### src/rtl/battleship_pkg.sv
// Types and constants shared by the battleship placement, attack and VGA blocks.
package battleship_pkg;

    localparam int BOARD_DIM_DEFAULT = 5;

    typedef enum logic [1:0] {
        MISS    = 2'd0,
        HIT     = 2'd1,
        REPEAT  = 2'd2,
        INVALID = 2'd3
    } shot_result_t;

    typedef enum logic [1:0] {
        S_IDLE  = 2'd0,
        S_CHECK = 2'd1,
        S_HOLD  = 2'd2
    } shot_state_t;

endpackage

### src/rtl/cell_index.sv
// Maps a (row, col) board coordinate to its flat bit index plus an in-range flag.
module cell_index #(
    parameter int BOARD_DIM = 5,
    parameter int CELLS     = BOARD_DIM * BOARD_DIM,
    parameter int RW        = $clog2(BOARD_DIM),
    parameter int IW        = $clog2(CELLS)
) (
    input  logic [RW-1:0] row,
    input  logic [RW-1:0] col,
    output logic [IW-1:0] idx,
    output logic          in_range
);

    // Out-of-range coordinates wrap in idx; consumers must gate on in_range.
    assign idx      = IW'(row * BOARD_DIM + col);
    assign in_range = (32'(row) < BOARD_DIM) && (32'(col) < BOARD_DIM);

endmodule

### src/rtl/shot_resolver.sv
// Resolves fire requests against the opponent ship map, tracking shot history and hit count.
module shot_resolver
    import battleship_pkg::*;
#(
    parameter int BOARD_DIM = BOARD_DIM_DEFAULT,
    parameter int CELLS     = BOARD_DIM * BOARD_DIM,
    parameter int CW        = $clog2(CELLS + 1)
) (
    input  logic                         clk,
    input  logic                         rst,
    input  logic                         fire_n,
    input  logic                         attacking,
    input  logic                         new_game,
    input  logic [$clog2(BOARD_DIM)-1:0] row,
    input  logic [$clog2(BOARD_DIM)-1:0] col,
    input  logic [CELLS-1:0]             ship_map,
    input  logic [CW-1:0]                ship_cells,
    output logic [CELLS-1:0]             shot_map,
    output logic                         result_valid,
    output shot_result_t                 result,
    output logic [CW-1:0]                hits_count,
    output logic [CW-1:0]                shots_count,
    output logic                         all_sunk,
    output shot_state_t                  fsm_state
);

    localparam int RW = $clog2(BOARD_DIM);
    localparam int IW = $clog2(CELLS);

    shot_state_t  state, state_next;
    logic [RW-1:0] row_q, col_q;
    logic [IW-1:0] idx;
    logic          in_range;
    logic          latch, resolve;
    shot_result_t  verdict;

    cell_index #(
        .BOARD_DIM(BOARD_DIM),
        .CELLS    (CELLS),
        .RW       (RW),
        .IW       (IW)
    ) u_cell_index (
        .row     (row_q),
        .col     (col_q),
        .idx     (idx),
        .in_range(in_range)
    );

    assign all_sunk  = (hits_count == ship_cells) && (ship_cells != '0);
    assign fsm_state = state;

    // Priority INVALID > REPEAT > HIT > MISS; idx is only trusted once in range.
    always_comb begin
        verdict = MISS;
        if (!in_range)          verdict = INVALID;
        else if (shot_map[idx]) verdict = REPEAT;
        else if (ship_map[idx]) verdict = HIT;
    end

    always_comb begin
        state_next = state;
        latch      = 1'b0;
        resolve    = 1'b0;
        case (state)
            S_IDLE: begin
                if (!fire_n && attacking && !all_sunk) begin
                    latch      = 1'b1;
                    state_next = S_CHECK;
                end
            end
            S_CHECK: begin
                resolve    = 1'b1;
                state_next = S_HOLD;
            end
            S_HOLD: begin
                if (fire_n) state_next = S_IDLE;
            end
            default: state_next = S_IDLE;
        endcase
        if (new_game) begin
            state_next = S_IDLE;
            latch      = 1'b0;
            resolve    = 1'b0;
        end
    end

    always_ff @(posedge clk or posedge rst) begin
        if (rst) state <= S_IDLE;
        else     state <= state_next;
    end

    always_ff @(posedge clk or posedge rst) begin
        if (rst) begin
            row_q        <= '0;
            col_q        <= '0;
            shot_map     <= '0;
            hits_count   <= '0;
            shots_count  <= '0;
            result       <= MISS;
            result_valid <= 1'b0;
        end else begin
            result_valid <= resolve;
            if (new_game) begin
                shot_map    <= '0;
                hits_count  <= '0;
                shots_count <= '0;
                result      <= MISS;
            end else begin
                if (latch) begin
                    row_q <= row;
                    col_q <= col;
                end
                if (resolve) begin
                    result <= verdict;
                    if (verdict == HIT || verdict == MISS) begin
                        shot_map[idx] <= 1'b1;
                        shots_count   <= shots_count + CW'(1);
                    end
                    if (verdict == HIT) hits_count <= hits_count + CW'(1);
                end
            end
        end
    end

endmodule

### config.mk
export PLATFORM = sky130hd
export DESIGN_NAME = shot_resolver
export DESIGN_NICKNAME = d
export VERILOG_FILES = /design/src/rtl/battleship_pkg.sv /design/src/rtl/cell_index.sv /design/src/rtl/shot_resolver.sv
export SDC_FILE = /design/constraint.sdc
export NUM_CORES = 1
export LEC_CHECK = 0
export BUFFER_PORTS_ARGS = -buffer_cell sky130_fd_sc_hd__buf_2
export CAP_MARGIN = 10
export CORE_UTILIZATION = 45
export CTS_BUF_LIST = sky130_fd_sc_hd__clkbuf_8
export DETAILED_ROUTE_END_ITERATION = 8
export PLACE_DENSITY = 0.76
export SKIP_LAST_GASP = 1
export SYNTH_ARGS = -nofsm -noshare
export SYNTH_HDL_FRONTEND = slang
export SYNTH_SLANG_ARGS = --single-unit
### constraint.sdc
create_clock -name clk -period 5.1 [get_ports clk]
set_input_delay 0.255 -clock clk [delete_from_list [all_inputs] [get_ports clk]]
set_output_delay 0.255 -clock clk [all_outputs]
set_load 0.1 [all_outputs]
## Yosys cells after proc, flatten, opt, wreduce, memory -nomap -nowiden

Cells that the tools add are included.

- Register bits after elaboration: 46
- Output and inout bits: 41
- Bits of input ports: 41
- Logic and storage cells: 71

- Add/sub/neg operators: 3
- Bitwise gates (word level): 2
- Eq/ne operators: 6
- Muxes and demuxes: 29
- Multipliers: 1
- $lt $le $gt $ge: 4
- Reductions and logical operators: 18

Operator list:

| kind | number |
|---|---|
| 2-to-1 mux 25 bit | 3 |
| 2-to-1 mux 5 bit | 6 |
| OR 25 bit | 1 |
| 2-to-1 mux 2 bit | 7 |
| adder 5 x 1 -> 5 bit (second input constant) | 2 |
| binary-select mux 1 bit (select 5 bit) | 2 |
| 2-to-1 mux 1 bit | 9 |
| AND reduction 2 bit | 4 |
| < comparator 3 bit (second input constant) | 2 |
| < comparator 5 x 6 -> 1 bit (second input constant) | 1 |
| != test 3 bit (second input constant) | 2 |
| case mux 2 bit (3 select lines) | 1 |
| nonzero test 2 bit | 3 |
| adder 5 x 3 -> 5 bit | 1 |
| demux 1 bit (select 5 bit) | 1 |
| equality test 5 bit | 1 |
| >= comparator 5 x 1 -> 1 bit (second input constant) | 1 |
| logical AND 1 bit | 5 |
| multiplier 3 x 3 -> 5 bit (second input constant) | 1 |
| nonzero test 5 bit | 1 |
| equality test 2 x 1 -> 1 bit (second input constant) | 2 |
| logical NOT 2 bit | 2 |
| equality test 2 bit (second input constant) | 1 |
| logical NOT 1 bit | 2 |
| 2 further kinds | 2 |

## Longest topological paths before layout

Gate-level depths: netlist of the first run.

- Depth in word-level cells: 12
- Depth in mapped cells: 13
- Gate-level depth less buffers: 10

## Modules after synthesis

Synthesis of the first run repeated with hierarchy kept, for this count alone.

- Cell total of the unflattened synthesis: 271
- Area, all modules: 2671.3 µm²

Modules (own cells, without submodules):

| module | sequential area each (µm²) | area each (µm²) | cells an instance | times used |
|---|---|---|---|---|
| shot_resolver | 1151.1 | 2477.4 | 250 | 1 |
| cell_index | 0.0 | 193.9 | 21 | 1 |

## Least setup slack after synthesis of the first run

Ideal clock, no wire load.

- Path type: register -> register
- Start point: register row_q[0]
- End point: register hits_count[2]
- Clock period less this slack: 3720 ps
- Stages on the path, launching flop included: 13
- Arrival time: 3642 ps
- Path slack: 1380 ps
- Buffers on the path: 2
- Library setup time: 78 ps
- Required time: 5022 ps
- Path through: dfrtp_1 -> ha_1 -> ha_1 -> fa_1 -> buf_6 -> mux4_1 -> nand2_1 -> nand2_1 -> o211a_1 -> or4b_1 -> buf_2 -> or3_1 -> a21oi_1

- Cells in the longest elaborated chain, start to end: 10
- Elaborated cells on any way between the ends: 14
- Classes of those cells: 1 x add/sub; 1 x mul; 1 x order compare; 1 x eq/ne; 7 x mux; 3 x reduce/logical

RTL lines:

| item | RTL line | text |
|---|---|---|
| start: declaration | shot_resolver.sv:31 | `logic [RW-1:0] row_q, col_q;` |
| start signal: assignment | shot_resolver.sv:110 | `row_q <= row;` |
| multiplier 3 x 3 -> 5 bit | cell_index.sv:15 | `assign idx = IW'(row * BOARD_DIM + col);` |
| adder 5 x 3 -> 5 bit | cell_index.sv:15 |  |
| binary-select mux 1 bit (select 5 bit) | shot_resolver.sv:57 | `else if (ship_map[idx]) verdict = HIT;` |
| 2-to-1 mux 1 bit (not written as such) | shot_resolver.sv:57 |  |
| 2-to-1 mux 1 bit | shot_resolver.sv:57 |  |
| 2-to-1 mux 2 bit | shot_resolver.sv:56 | `else if (shot_map[idx]) verdict = REPEAT;` |
| 2-to-1 mux 2 bit * | shot_resolver.sv:55 | `if (!in_range) verdict = INVALID;` |
| equality test 2 x 1 -> 1 bit * | shot_resolver.sv:119 | `if (verdict == HIT) hits_count <= hits_count + CW'(1);` |
| nonzero test 2 bit (no line) * | - |  |
| AND reduction 2 bit (no line) * | - |  |
| end signal: assignment | shot_resolver.sv:119 |  |
| end: declaration | shot_resolver.sv:21 | `output logic [CW-1:0] hits_count,` |

Every way passes the cells marked *; elsewhere a longest branch is shown, timed or not. The select of a mux whose other input is x is not followed.
A chain may end at the register's enable or synchronous reset.

## Final worst setup path of the first run

Same ends and word-level chain as after synthesis.

==> impl_metrics.yaml, run 1 <==
sta:
  post-route-period-util: 0.8034
  setup_viol_count_final: 0
  post-route-min-period_ns: 4.097
  finalWorstSetupSlack_ns: 1.003
  skew_ns: 0.005811
  rsz0062_at_grt: "no"
  slew_headroom: 0.3078
  tns_ns: 0
  tightest_slew_ns: 1.038
  hold_viol: 0
  finalMaxSlewViolations: 0
  clock.fmax_mhz: 244.1
logic_synthesis:
  synth_flop_cell: "dfrtp_1"
  async_flop_share: 1.000
  synth_edf_count: 0
  netlist_area_um2: 2668
  yosysUniqueCellTypes: 46
  syn_inst: 253
  ys_warn_count: 0
  postSynthAreaPerCell_um2: 10.54
  synth_nets: 305
  yosysSeqAreaShare: 0.4315
  ys_ff_latch: 46
cts:
  max-clock-path-buffers: 2
  worstSkewPairLatency_ns: 0.30
  clock-sinks: 46
  root_buffer: "clkbuf_8"
  cts.clk_slew.worst_paths_ns: 0.08
  holdBufCountCts: 0
  cts_buffers: 5
  tritoncts: "yes"
  ctsHtreeMaxLevel: 2
  postCtsSetupBuffers: 0
  postCtsResizedCells: 0
routing:
  routed_wl_um: 6261
  drc_errors: 0
  wire_per_inst_um: 15.54
  vias: 2236
  via_per_inst: 5.548
  drtIter0Drc: 161
  ant_nets: 0
  dr.pass1.iters: 4
critical_path:
  startpoint: "row_q[0]$_DFFE_PP0P_"
  path_delay_family: "adder cells"
  cp_cell_sequence: "ha_1 -> ha_1 -> fa_1 -> mux4_1 -> nand2_1 -> nand2_1 -> o211a_1 -> or4b_1 -> or3_1 -> a21oi_1"
  start_kind: "flip-flop"
  max_stage_delay_ns: 0.81
  reg2reg_depth: 10
  endpoint: "hits_count[2]$_DFFE_PP0P_"
  r2r-end: "hits_count[2]$_DFFE_PP0P_"
  critPathBufInv: 0
  worstSetupPathDepth: 10
  r2r-start: "row_q[0]$_DFFE_PP0P_"
  rrSetupSlack_ns: 1.00
  slowest_stage: "fa_1"
  cp.arrival_ns: 4.32
  worstPathRequired_ns: 5.32
  cp-end-kind: "flip-flop"
  path_max_fanout: 10
  critical_path_class: "flip-flop to flip-flop"
power_and_ir_drop:
  p_leak_uw: 0.001540
  power_density_nw_per_um2: 428.7
  ir_worst_vdd_v: 0.0002387
final_layout:
  layout_common_cells: "buf_2, dfrtp_1, inv_1"
  finalNetCount: 382
  antenna_cells: 0
  fin_util: 0.5714
  drive_gt1_frac: 0.3414
  final_common_cell: "buf_2"
  syn2layout_area_growth_pct: 20.12
  fin_cells: 403
floorplanning:
  die_w_um: 78.99
  core_region_area_um2: 5608
  rows: 27
  start_util: 0.4757
  io_pins: 82
  die_area_um2: 6239
  die_h_um: 78.99
placed_design:
  port_buffers: 81
  gp_congestion: 0.8195
  dp_slack_ns: 0.9874
  hpwlAfterDp_um: 4711
  dpl.cell_count: 395
grt:
  grt_max_degree: 48
  grt_overflow: 0
  track_usage: 0.2122
  grt_pass1_wl_um: 10390
  antenna_found_initial: 0
  grt_pass1_vias: 2215
run_status:
  status: "finished clean"
flow_run:
  cap_violations: 0
worst_hold_path:
  min_path_type: "primary input to async pin"
power breakdown:
| part | switching (uW) | internal [uW] | total, uW |
|---|---|---|---|
| sequential | 18.0 | 382 | 400 |
| combinational | 462 | 281 | 742 |
| clock | 122 | 109 | 231 |
| total | 602 | 772 | 1370 |
layout make-up:
| cell class | count | area, um2 |
|---|---|---|
| flip-flops and latches | 46 | 1151 |
| fillers | 523 | 2404 |
| multi-input cells | 170 | 1354 |
| well taps | 72 | 90.09 |
| clock buffers | 6 | 82.58 |
| repair buffers | 84 | 427.9 |
| clock inverters | 2 | 12.51 |
| inverters | 23 | 86.33 |
tightest hold or removal path, delay by kind of cell:
kind                   cells  cell delay (ns)
buffers and inverters      3             0.59
Yosys cell counts (all sizes together) (2+ instances only):
master / instances / area (um2)
nor3b: 3 / 22.52
mux2i: 8 / 80.08
inv: 22 / 82.58
nand3: 6 / 30.03
o22ai: 16 / 100.1
nor3: 7 / 45.04
o32ai: 4 / 35.03
mux4: 9 / 214.0
dfrtp: 46 / 1151
ha: 10 / 125.1
a31oi: 5 / 31.28
clkbuf: 5 / 18.77
and3: 2 / 12.51
nor2b: 3 / 18.77
a21oi: 9 / 45.04
or2: 2 / 12.52
nand4: 7 / 43.79
mux2: 10 / 112.6
nor4: 2 / 18.77
nand2b: 3 / 18.77
xnor2: 7 / 68.82
nor2: 15 / 56.30
o21ai: 9 / 45.04
nand2: 13 / 48.80
or3: 6 / 37.54
nand3b: 4 / 30.03
buf: 9 / 57.55
per-layer routing:
layer,routed length (um),vias to the layer above,track usage
met1,2984,1081,0.2985
met3,319,4,0.02299
met5,0,-,0
li1,-,1083,-
met2,2922,68,0.3448
met4,35,0,0.06545
cells by family (layout without fill, tap and decap cells):
group                      after synthesis  in the layout  synth area share
AOI/OAI and AO/OA                       50             50            0.1196
xor gates and xnor gates                 7              7           0.02580
adders and majority gates               11             11           0.05441
buffers and inverters                   37            115           0.06097
DFF                                     46             46            0.4315
muxes                                   27             27            0.1524
and+or+nand+nor                         75             75            0.1553
metrics by stage:
step	total power (uW)	instance area, um2	hold slack (ns)
3_3_place_gp	1125	3109	0.4366
4_1_cts	1375	3204	0.1089
2_1_floorplan	1021	2668	0.3702
3_5_place_dp	1144	3109	0.4325
6_report	1374	3204	0.08011
5_1_grt	1467	3204	0.1416
registers in the layout, indices dropped and copies added, names as in the netlist:
register      flops
shots_count       5
fsm_state         2
col_q             3
row_q             3
result            2
hits_count        5
result_valid      1
shot_map         25
worst min path at each step:
stage              from                       end  slack, ns  cells after the start
3_5_place_dp        rst      row_q[2]$_DFFE_PP0P_       0.43                      3
4_1_cts             rst      row_q[2]$_DFFE_PP0P_       0.11                      3
2_1_floorplan  new_game  fsm_state[0]$_DFFE_PP0P_       0.37                      1
5_1_grt             rst  fsm_state[0]$_DFFE_PP0P_       0.14                      3
6_report            rst      row_q[2]$_DFFE_PP0P_       0.08                      3
3_3_place_gp        rst      col_q[2]$_DFFE_PP0P_       0.44                      3
Note: power is estimated with default switching activity, not from simulation.
==> inputs of run 2 (changes only) <==
==> constraint.sdc (replaced) <==
create_clock -name clk -period 4.06 [get_ports clk]
set_input_delay 0.203 -clock clk [delete_from_list [all_inputs] [get_ports clk]]
set_output_delay 0.203 -clock clk [all_outputs]
set_load 0.1 [all_outputs]
==> impl_metrics.yaml, run 2 (same netlist as run 1, synthesis figures left out) <==
run_status:
  status: "finished clean"
grt:
  grt_pass1_wl_um: 10690
  grt_max_degree: 48
  grt_pass1_vias: 2197
  grt_overflow: 0
  track_usage: 0.2196
  antenna_found_initial: 0
floorplanning:
  io_pins: 82
  start_util: 0.4757
  die_w_um: 78.99
  die_area_um2: 6239
  core_region_area_um2: 5608
  rows: 27
  die_h_um: 78.99
cts:
  ctsHtreeMaxLevel: 2
  worstSkewPairLatency_ns: 0.30
  max-clock-path-buffers: 2
  tritoncts: "yes"
  cts.clk_slew.worst_paths_ns: 0.08
  clock-sinks: 46
  root_buffer: "clkbuf_8"
  cts_buffers: 5
sta:
  setup_viol_count_final: 0
  finalWorstSetupSlack_ns: 0.2343
  tightest_slew_ns: 0.8327
  tns_ns: 0
  skew_ns: 0.003503
  slew_headroom: 0.4449
  hold_viol: 0
  post-route-period-util: 0.9423
  rsz0062_at_grt: "no"
  finalMaxSlewViolations: 0
  post-route-min-period_ns: 3.826
  clock.fmax_mhz: 261.4
routing:
  ant_nets: 0
  via_per_inst: 5.676
  dr.pass1.iters: 4
  drtIter0Drc: 175
  drc_errors: 0
  routed_wl_um: 6586
  vias: 2316
  wire_per_inst_um: 16.14
critical_path:
  reg2reg_depth: 10
  rrSetupSlack_ns: 0.23
  path_max_fanout: 10
  r2r-end: "hits_count[2]$_DFFE_PP0P_"
  startpoint: "row_q[0]$_DFFE_PP0P_"
  endpoint: "hits_count[2]$_DFFE_PP0P_"
  cp-end-kind: "flip-flop"
  start_kind: "flip-flop"
  critical_path_class: "flip-flop to flip-flop"
  worstPathRequired_ns: 4.28
  r2r-start: "row_q[0]$_DFFE_PP0P_"
  cp.arrival_ns: 4.04
placed_design:
  port_buffers: 81
  hpwlAfterDp_um: 4851
  gp_congestion: 0.8153
  dpl_cell_area_um2: 3147
  dp_slack_ns: 0.1321
final_layout:
  reg_top3: "shot_map (25), hits_count (5), shots_count (5)"
  multi_input_area_um2: 1360
  largest_reg_flops: 25
  antenna_cells: 0
  top_register: "shot_map"
  seq_area_um2: 1151
  finalNetCount: 387
  final_area_um2: 3248
  syn2layout_area_growth_pct: 21.76
  drive_gt1_frac: 0.3542
  layout_common_cells: "buf_2, dfrtp_1, inv_1"
  fill_cells: 535
  final_common_cell: "buf_2"
worst_hold_path:
  min_path_type: "primary input to async pin"
power_and_ir_drop:
  power_density_nw_per_um2: 556.4
  p_leak_uw: 0.001571
  power_uw: 1807
  ir_worst_vdd_v: 0.0003131
flow_run:
  cap_violations: 0
-- run 2: worst max-delay path: stages, from the launching register on --
cell and delay (ns):
dfrtp_1 0.41, ha_1 0.32, ha_1 0.33, fa_2 0.66, mux4_1 0.56, nand2_1 0.08, nand2_1 0.05, o211a_1 0.22
or4b_4 0.60, or3_1 0.37, a21oi_1 0.15
-- run 2: per-stage QoR --
step | util | std cells | hold WS (ns)
floorplan | - | 253 | 0.3182
global placement | 0.5611 | 400 | 0.3818
detailed placement | 0.5611 | 400 | 0.3832
CTS | 0.5774 | 408 | 0.06543
global route | 0.5792 | 408 | 0.09815
finish | 0.5792 | 408 | 0.04429
-- run 2: final cells by class --
| cell class | count | area share |
|---|---|---|
| Clock buffer | 6 | 0.02542 |
| Clock inverter | 2 | 0.002696 |
| Inverter | 23 | 0.02658 |
| Multi-Input combinational cell | 170 | 0.4187 |
| Sequential cell | 46 | 0.3544 |
| Tap cell | 72 | 0.02773 |
| Timing Repair Buffer | 89 | 0.1445 |
-- run 2: repair_timing --
action | 4_1_cts | 5_1_grt
setup endpoints to repair | 0 | 5
hold buffers | 0 | 0
buffers inserted | 0 | 0
gates resized for setup | 0 | 3
hold endpoints to repair | 0 | 0
-- run 2: routing by layer --
layer  vias up  part of all wire  track usage
met5         -                 0            0
met4         0            0.0087      0.05455
met3         4             0.063      0.03793
met2        90              0.48       0.3534
met1      1129              0.45       0.3079
li1       1093                 -            -
-- run 2: worst min path at each step --
stage                         from  slack [ns]  cells after the start                        to
after global placement         rst        0.38                      3      col_q[0]$_DFFE_PP0P_
after CTS                      rst        0.07                      3      col_q[1]$_DFFE_PP0P_
after detailed placement       rst        0.38                      3      col_q[1]$_DFFE_PP0P_
after floorplan           new_game        0.32                      1  fsm_state[0]$_DFFE_PP0P_
after global routing           rst         0.1                      3      col_q[0]$_DFFE_PP0P_
final                          rst        0.04                      3      col_q[1]$_DFFE_PP0P_
-- run 2: where the power goes --
| group | internal (uW) | switching (uW) | total (uW) |
|---|---|---|---|
| Sequential | 480 | 22.5 | 502 |
| Clock | 135 | 153 | 288 |
| Combinational | 413 | 604 | 1020 |
